$ cat config.mk
export PLATFORM = sky130hd
export DESIGN_NAME = act_tile_feeder
export DESIGN_NICKNAME = d
export VERILOG_FILES = /design/src/rtl/act_tile_feeder.sv
export SDC_FILE = /design/constraint.sdc
export NUM_CORES = 1
export LEC_CHECK = 0
export BUFFER_PORTS_ARGS = -buffer_cell sky130_fd_sc_hd__buf_4
export CAP_MARGIN = 20
export CORE_MARGIN = 2
export CORE_UTILIZATION = 55
export DETAILED_ROUTE_END_ITERATION = 6
export GPL_ROUTABILITY_DRIVEN = 0
export GPL_TIMING_DRIVEN = 0
export HOLD_SLACK_MARGIN = 0.02
export MAX_ROUTING_LAYER = met4
export PLACE_DENSITY = 0.69
export SYNTH_ARGS = -nofsm -noshare
export SYNTH_HDL_FRONTEND = slang
export SYNTH_SLANG_ARGS = --single-unit
$ cat constraint.sdc
create_clock -name clk -period 3.4 [get_ports clk]
set_input_delay 0.68 -clock clk [delete_from_list [all_inputs] [get_ports clk]]
set_output_delay 0.68 -clock clk [all_outputs]
set_load 0.05 [all_outputs]
$ cat src/rtl/act_tile_feeder.sv
// rtl/act_tile_feeder.sv - activation tile buffer and column replayer for the skew stage
module act_tile_feeder #(
    parameter int WIDTH  = 16,
    parameter int LANES  = 4,
    parameter int TILE_K = 8
) (
    input  logic                     clk,
    input  logic                     rst_n,
    input  logic                     in_valid,
    output logic                     in_ready,
    input  logic [WIDTH-1:0]         in_data,
    output logic                     tile_ready,
    input  logic                     go,
    input  logic                     abort,
    output logic [LANES*WIDTH-1:0]   lane_data,
    output logic                     lane_valid,
    output logic                     done
);
    localparam int DEPTH = LANES * TILE_K;
    localparam int WPW   = (DEPTH > 1)  ? $clog2(DEPTH)     : 1;
    localparam int KW    = (TILE_K > 1) ? $clog2(TILE_K)    : 1;
    localparam int LW    = (LANES > 1)  ? $clog2(LANES)     : 1;
    localparam int FW    = (LANES > 2)  ? $clog2(LANES - 1) : 1;

    localparam logic [WPW-1:0] WP_LAST = WPW'(DEPTH - 1);
    localparam logic [KW-1:0]  K_LAST  = KW'(TILE_K - 1);
    localparam logic [FW-1:0]  F_LAST  = (LANES > 1) ? FW'(LANES - 2) : '0;

    typedef enum logic [1:0] {S_LOAD, S_HOLD, S_STREAM, S_FLUSH} state_t;

    state_t                   state_q, state_d;
    logic [WPW-1:0]           wp_q, wp_d;
    logic [KW-1:0]            k_q, k_d;
    logic [FW-1:0]            fc_q, fc_d;
    logic [LANES*WIDTH-1:0]   lane_data_q, lane_data_d;
    logic                     lane_valid_q, lane_valid_d;
    logic                     done_q, done_d;

    logic [WIDTH-1:0]         mem_q [LANES][TILE_K];
    logic                     wr_en;
    logic [LW-1:0]            wr_lane;
    logic [KW-1:0]            wr_col;
    logic [KW-1:0]            rd_col;
    logic [LANES*WIDTH-1:0]   col_data;

    assign wr_lane = LW'(int'(wp_q) / TILE_K);
    assign wr_col  = KW'(int'(wp_q) % TILE_K);

    // Column presented on the next edge: 0 when launching from HOLD, k+1 while streaming.
    assign rd_col = (state_q == S_STREAM && k_q != K_LAST) ? k_q + 1'b1 : '0;

    for (genvar l = 0; l < LANES; l++) begin : g_col
        assign col_data[l*WIDTH +: WIDTH] = mem_q[l][rd_col];
    end

    // Tile storage; contents survive reset and abort, only the pointers are cleared.
    always_ff @(posedge clk) begin
        if (wr_en) begin
            mem_q[wr_lane][wr_col] <= in_data;
        end
    end

    // State, counters and registered outputs.
    always_ff @(posedge clk or negedge rst_n) begin
        if (!rst_n) begin
            state_q      <= S_LOAD;
            wp_q         <= '0;
            k_q          <= '0;
            fc_q         <= '0;
            lane_data_q  <= '0;
            lane_valid_q <= 1'b0;
            done_q       <= 1'b0;
        end else begin
            state_q      <= state_d;
            wp_q         <= wp_d;
            k_q          <= k_d;
            fc_q         <= fc_d;
            lane_data_q  <= lane_data_d;
            lane_valid_q <= lane_valid_d;
            done_q       <= done_d;
        end
    end

    // Next-state logic; outputs default to zeros so the delay lines shift zeros when idle.
    always_comb begin
        state_d      = state_q;
        wp_d         = wp_q;
        k_d          = k_q;
        fc_d         = fc_q;
        lane_data_d  = '0;
        lane_valid_d = 1'b0;
        done_d       = 1'b0;
        wr_en        = 1'b0;
        case (state_q)
            S_LOAD: begin
                if (in_valid) begin
                    wr_en = 1'b1;
                    if (wp_q == WP_LAST) begin
                        wp_d    = '0;
                        state_d = S_HOLD;
                    end else begin
                        wp_d = wp_q + 1'b1;
                    end
                end
            end
            S_HOLD: begin
                if (go) begin
                    state_d      = S_STREAM;
                    k_d          = '0;
                    lane_data_d  = col_data;
                    lane_valid_d = 1'b1;
                end
            end
            S_STREAM: begin
                if (k_q == K_LAST) begin
                    k_d = '0;
                    if (LANES > 1) begin
                        state_d = S_FLUSH;
                        fc_d    = '0;
                    end else begin
                        state_d = S_LOAD;
                        done_d  = 1'b1;
                    end
                end else begin
                    k_d          = rd_col;
                    lane_data_d  = col_data;
                    lane_valid_d = 1'b1;
                end
            end
            S_FLUSH: begin
                if (fc_q == F_LAST) begin
                    fc_d    = '0;
                    state_d = S_LOAD;
                    done_d  = 1'b1;
                end else begin
                    fc_d = fc_q + 1'b1;
                end
            end
            default: state_d = S_LOAD;
        endcase
        if (abort) begin
            state_d      = S_LOAD;
            wp_d         = '0;
            k_d          = '0;
            fc_d         = '0;
            lane_data_d  = '0;
            lane_valid_d = 1'b0;
            done_d       = 1'b0;
            wr_en        = 1'b0;
        end
    end

    assign in_ready   = (state_q == S_LOAD);
    assign tile_ready = (state_q == S_HOLD);
    assign lane_data  = lane_data_q;
    assign lane_valid = lane_valid_q;
    assign done       = done_q;

endmodule

==> impl_metrics.env, run 1 <==
export IMPL_finalSetupViolations=0
export IMPL_grt_max_degree=79
export IMPL_synthTopCellsByArea="edfxtp_1 66%, dfrtp_1 8.4%, mux4_2 6.2%, nand4bb_1 3.1%, a221o_1 2.7%"
export IMPL_dr_pass1_iters=5
export IMPL_cts_tree="yes"
export IMPL_synth_cells=1252
export IMPL_status="complete, no violations"
export IMPL_dieArea_mm2=0.0441
export IMPL_cp_slowest_cell="nor2_1"
export IMPL_syn_area_per_cell_um2=18.6
export IMPL_irDropWorstVdd_mv=0.343
export IMPL_final_seq_area_mm2=0.0173
export IMPL_syn_area_mm2=0.0233
export IMPL_period_needed_ns=3.10
export IMPL_grt_pass1_vias=12800
export IMPL_crit_fanout=9
export IMPL_cpPeakStageDelay_ns=0.78
export IMPL_gr_usage_met2=0.415
export IMPL_rows=75
export IMPL_wl_um=56100
export IMPL_critPathLaunchType="flop"
export IMPL_tightest_slew_ns=1.03
export IMPL_placedCellCount=1904
export IMPL_hold_viol=0
export IMPL_synth_common_cells="512 x edfxtp_1, 78 x dfrtp_1, 76 x nand2_1, 73 x a21oi_1"
export IMPL_nets=1455
export IMPL_min_path_type="in2reg"
export IMPL_synth_async_reset_ratio=0.132
export IMPL_io_pins=89
export IMPL_clk_latency_ns=0.62
export IMPL_critical_path_class="reg2reg"
export IMPL_cp_required_ns=3.73
export IMPL_yosys_area_top_type="edfxtp_1"
export IMPL_postRouteAntennaNets=0
export IMPL_finalCritPeriodShare=0.911
export IMPL_synth_edf_count=512
export IMPL_cts_resized=0
export IMPL_placed_cell_area_mm2=0.0252
export IMPL_cts_made_buffers=57
export IMPL_cp_end_kind="flop"
export IMPL_io_buffers=86
export IMPL_slew_headroom=0.316
export IMPL_core_area_mm2=0.0419
export IMPL_cts_root_buffer="clkbuf_16"
export IMPL_drt_iter0_markers=1527
export IMPL_fin_tns_setup_ns=0
export IMPL_antenna_cells=0
export IMPL_stdcell_count=2014
export IMPL_start_util=0.557
export IMPL_grt_use_met3=0.0429
export IMPL_powerDensity_mw_per_mm2=523
export IMPL_area_growth_syn_to_layout_pct=15.6
export IMPL_yosysMostFrequentCell="edfxtp_1"
export IMPL_vias=12800
export IMPL_h_tree_depth=2
export IMPL_clkSinkCount=590
export IMPL_clk_pin_slew_ns=0.06
export IMPL_drv_slew=0
export IMPL_chipHeight_um=210
export IMPL_synth_ff_type="edfxtp_1"
export IMPL_path_buf_inv=2
export IMPL_yosysWarningCount=0
export IMPL_grt_usage=0.268
export IMPL_fillers=2898
export IMPL_met1_usage=0.375
export IMPL_timing_fmax_ghz=0.323
export IMPL_final_util=0.644
export IMPL_wl_per_cell_um=27.9
export IMPL_dp_hpwl_um=34600
export IMPL_rsz0062_at_grt="no"
export IMPL_cts_buffer_depth=3
export IMPL_ys_ff_latch=590
export IMPL_crit_family="simple AND/OR/NAND/NOR gates"
export IMPL_crit_chain="inv_1, ha_1, nor3b_1, nand4b_1, nor2_1, buf_6"
export IMPL_cellLeakagePower_nw=9.00
export IMPL_viasPerCell=6.38
export IMPL_antenna_found_initial=1
export IMPL_grt_busiest_layer="met2"
export IMPL_syn_nets=1281
export IMPL_yosys_area_top_type_share=0.659
export IMPL_yosysUniqueCellTypes=43
export IMPL_ys_seq_area_frac=0.743
export IMPL_grt_pass1_wl_um=82700
export IMPL_stdcell_area_mm2=0.0270
export IMPL_layout_drive_gt1_share=0.306
export IMPL_cap_violations=0
export IMPL_gr_total_overflow=0
export IMPL_arrival_ns=3.42
export IMPL_die_x_um=210
export IMPL_clock_skew_final_ns=0.0213
export IMPL_drc_errors=0
export IMPL_post_cts_repair_setup_buffers=0
export IMPL_multi_input_area_mm2=0.00561
==> cell type report <==
type | count | share of cell area
Buffer | 100 | 0.0168
Clock buffer | 89 | 0.0608
Clock inverter | 19 | 0.00441
Inverter | 2 | 0.000278
Multi-Input combinational cell | 560 | 0.208
Sequential cell | 590 | 0.643
Tap cell | 539 | 0.0250
Timing Repair Buffer | 115 | 0.0423
==> repair_timing <==
action	in CTS	in global routing
hold buffers	0	1
endpoints found under the setup margin	0	0
endpoints found under the hold margin	0	21
==> where the power goes <==
part           internal, mW  total [mW]  switching [mW]
clock network          3.38        5.99            2.61
logic                0.0370       0.210           0.173
registers              7.89        7.90         0.00856
==> stage by stage <==
stage          hold slack (ns)  setup slack (ns)  total power, mW
2_1_floorplan            0.384             0.622             8.08
5_1_grt                  0.422             0.182             14.5
3_3_place_gp             0.502            -0.125             8.24
6_report                 0.434             0.303             14.1
4_1_cts                  0.303             0.386             14.2
3_5_place_dp             0.524             0.402             8.26
==> placed cells by master (no fill, tap or decap), types with 54 or more instances in the layout <==
master / count
a221o_1: 64
clkbuf_1: 69
nand2_1: 76
nand4bb_1: 64
mux2_2: 54
clkbuf_16: 59
buf_4: 89
mux4_2: 64
o221a_2: 54
dfrtp_1: 78
a21oi_1: 73
edfxtp_1: 512
==> layer usage <==
metal / share of wire / wire [µm]
met1: 0.41 / 23100
met2: 0.48 / 27000
met3: 0.082 / 4590
met4: 0.026 / 1460
met5: 0 / 0
==> flip-flops by register name (all words and copies together), names as in the netlist <==
register and cells:
mem_q 512, lane_data 64, lane_valid 1, fc_q 2, k_q 3, wp_q 5, state_q 2, done 1
==> worst paths after layout <==
| path | startpoint | to | slack, ns | depth (start not counted) |
|---|---|---|---|---|
| setup / recovery | state_q[0] | mem_q[0][105] | 0.30 | 6 |
| hold / removal | go | k_q[0] | 0.43 | 3 |
| setup reg to reg | state_q[0] | mem_q[0][105] | 0.30 | 6 |
| hold reg to reg | fc_q[0] | done | 0.53 | 1 |
| max in group asynchronous | rst_n | lane_data[28] | 2.27 | 3 |
| min in group asynchronous | rst_n | lane_data[55] | 0.52 | 2 |
==> worst reg2reg max path: stages (launching register included) <==
cell	delay, ns
dfrtp_1	0.41
inv_1	0.09
ha_1	0.46
nor3b_1	0.48
nand4b_1	0.34
nor2_1	0.78
buf_6	0.25
==> logic make-up (layout without fill, tap and decap cells) <==
kind of cell	Yosys count	count (layout)	share of synthesized area
flip-flops	590	590	0.743
AO/OA/AOI/OAI	209	209	0.0767
AND/OR/NAND/NOR	209	209	0.0594
multiplexers	134	134	0.0969
buffers and inverters	102	325	0.0198
adder cells (fa/ha/maj)	8	8	0.00429
No activity file was read; power rests on OpenSTA's default activity.
==> run 2: changes to the inputs <==
--- a/config.mk
+++ b/config.mk
@@ -8,13 +8,13 @@
 export BUFFER_PORTS_ARGS = -buffer_cell sky130_fd_sc_hd__buf_4
 export CAP_MARGIN = 20
 export CORE_MARGIN = 2
-export CORE_UTILIZATION = 55
+export CORE_UTILIZATION = 61
 export DETAILED_ROUTE_END_ITERATION = 6
 export GPL_ROUTABILITY_DRIVEN = 0
 export GPL_TIMING_DRIVEN = 0
 export HOLD_SLACK_MARGIN = 0.02
 export MAX_ROUTING_LAYER = met4
-export PLACE_DENSITY = 0.69
+export PLACE_DENSITY = 0.76
 export SYNTH_ARGS = -nofsm -noshare
 export SYNTH_HDL_FRONTEND = slang
 export SYNTH_SLANG_ARGS = --single-unit
==> impl_metrics.env, run 2 (synthesized netlist as in run 1, its figures left out) <==
export IMPL_status="complete, no violations"
export IMPL_rr_worst_depth=5
export IMPL_final_cell_mix="512 x edfxtp_1, 89 x buf_4, 78 x dfrtp_1"
export IMPL_whs_path_depth=3
export IMPL_chipHeight_um=200
export IMPL_antenna_found_initial=2
export IMPL_grt_use_met3=0.0505
export IMPL_slew_headroom=0.284
export IMPL_top_register="mem_q"
export IMPL_rsz0062_at_grt="no"
export IMPL_drv_slew=0
export IMPL_drc_errors=0
export IMPL_nets=1452
export IMPL_arrival_ns=3.33
export IMPL_finalWorstSetupSlack_ns=0.285
export IMPL_whs_ns=0.438
export IMPL_clk_latency_ns=0.60
export IMPL_grt_usage=0.295
export IMPL_clk_pin_slew_ns=0.06
export IMPL_finalPower_mw=14.2
export IMPL_internal_power_mw=11.5
export IMPL_cts_tree="yes"
export IMPL_grt_max_degree=79
export IMPL_grt_pass1_vias=12900
export IMPL_timing_fmax_ghz=0.321
export IMPL_final_util=0.715
export IMPL_crit_chain="inv_1, ha_1, nor3b_1, nand3b_1, nor2_2"
export IMPL_hp_start="go"
export IMPL_viasPerCell=6.64
export IMPL_swShare=0.194
export IMPL_clkSinkCount=590
export IMPL_crit_fanout=16
export IMPL_clock_skew_final_ns=0.0129
export IMPL_powerDensity_mw_per_mm2=528
export IMPL_period_needed_ns=3.12
export IMPL_cts_root_buffer="clkbuf_16"
export IMPL_final_common_cell="edfxtp_1"
export IMPL_largest_reg_flops=512
export IMPL_cp_required_ns=3.62
export IMPL_die_x_um=200
export IMPL_layout_drive_gt1_share=0.313
export IMPL_critical_path_class="reg2reg"
export IMPL_finalSetupViolations=0
export IMPL_startpoint="state_q[1]"
export IMPL_cap_violations=0
export IMPL_dp_hpwl_um=33700
export IMPL_grt_busiest_layer="met2"
export IMPL_core_area_mm2=0.0377
export IMPL_grt_pass1_wl_um=81500
export IMPL_io_buffers=86
export IMPL_io_pins=89
export IMPL_irDropWorstVdd_mv=0.424
export IMPL_cp_end_kind="flop"
export IMPL_wl_per_cell_um=27.9
export IMPL_rows=71
export IMPL_postRouteAntennaNets=0
export IMPL_gr_usage_met2=0.450
export IMPL_dr_pass1_iters=7
export IMPL_post_cts_repair_setup_buffers=0
export IMPL_cts_made_buffers=55
export IMPL_wl_um=55200
export IMPL_met1_usage=0.406
export IMPL_h_tree_depth=2
export IMPL_finalCritPeriodShare=0.916
export IMPL_drt_iter0_markers=1776
export IMPL_cpPeakStageDelay_ns=0.89
export IMPL_dieArea_mm2=0.0398
export IMPL_cts_buffer_depth=3
export IMPL_p_switching_mw=2.76
export IMPL_gr_total_overflow=0
export IMPL_cellLeakagePower_nw=9.02
export IMPL_tightest_slew_ns=1.07
export IMPL_fin_tns_setup_ns=0
export IMPL_clock_power_share=0.430
export IMPL_hold_viol=0
export IMPL_area_growth_syn_to_layout_pct=15.5
export IMPL_reg2reg_from="state_q[1]"
export IMPL_critPathLaunchType="flop"
export IMPL_preCtsSetupSlack_ns=0.517
export IMPL_vias=13100
export IMPL_p_comb_frac=0.015
export IMPL_antenna_cells=0
export IMPL_sequentialPowerShare=0.555
export IMPL_cp_slowest_cell="nor2_2"
export IMPL_min_path_type="in2reg"
export IMPL_start_util=0.619
==> run 2: changes by cell type in the layout (fill, tap and decap cells not counted), moves of 2 or more <==
cell / change
buf_16: -2
bufinv_16: +2
clkbuf_1: -12
clkbuf_16: -3
clkbuf_8: +8
clkinv_1: -5
clkinv_2: +2
nor2_1: +2
nor2_2: -2
==> run 2: per-stage QoR <==
stage	cell area [µm²]	instances
2_1_floorplan	23300	1252
3_3_place_gp	24600	1849
3_5_place_dp	25100	1875
4_1_cts	26900	1977
5_1_grt	26900	1979
6_report	26900	1979
==> run 2: layout make-up <==
cell class	count	area, µm²
plain buffers	100	454
clock buffers	82	1630
multi-input cells	560	5600
fillers	2331	10700
inverters	2	7.51
flip-flops and latches	590	17300
repair buffers	114	1100
clock inverters	20	186
well taps	511	639
==> run 2: power groups by stage <==
stage / sequential, mW / combinational (mW) / clock (mW)
after floorplan: 8.05 / 0.0317 / 0
after global placement: 8.05 / 0.185 / 0
after detailed placement: 8.05 / 0.200 / 0
after CTS: 7.90 / 0.200 / 6.17
after global routing: 7.90 / 0.221 / 6.42
final: 7.90 / 0.207 / 6.12
==> run 2: worst paths after layout <==
check                      slack [ns]       endpoint
max in group asynchronous        2.25  lane_data[26]
hold / removal                   0.44         k_q[0]
setup / recovery                 0.28  mem_q[3][119]
hold reg to reg                  0.52           done
setup reg to reg                 0.28  mem_q[3][119]
min in group asynchronous        0.52  lane_data[51]
==> run 2: what timing repair did <==
item	4_1_cts	5_1_grt
endpoints found under the setup margin	0	0
endpoints found under the hold margin	0	21
hold buffers	0	1
gates resized for setup	0	0
==> run 2: critical path: cells and delay by family (launching register included) <==
family | cells | cell delay (ns)
fa+ha+maj | 1 | 0.43
flops | 1 | 0.42
buf+inv | 1 | 0.10
simple gates | 3 | 1.78
==> run 2: metal layers <==
| metal | share of wire | vias up |
|---|---|---|
| li1 | - | 5488 |
| met1 | 0.39 | 6706 |
| met2 | 0.48 | 805 |
| met3 | 0.10 | 132 |
| met4 | 0.033 | 0 |
| met5 | 0 | - |
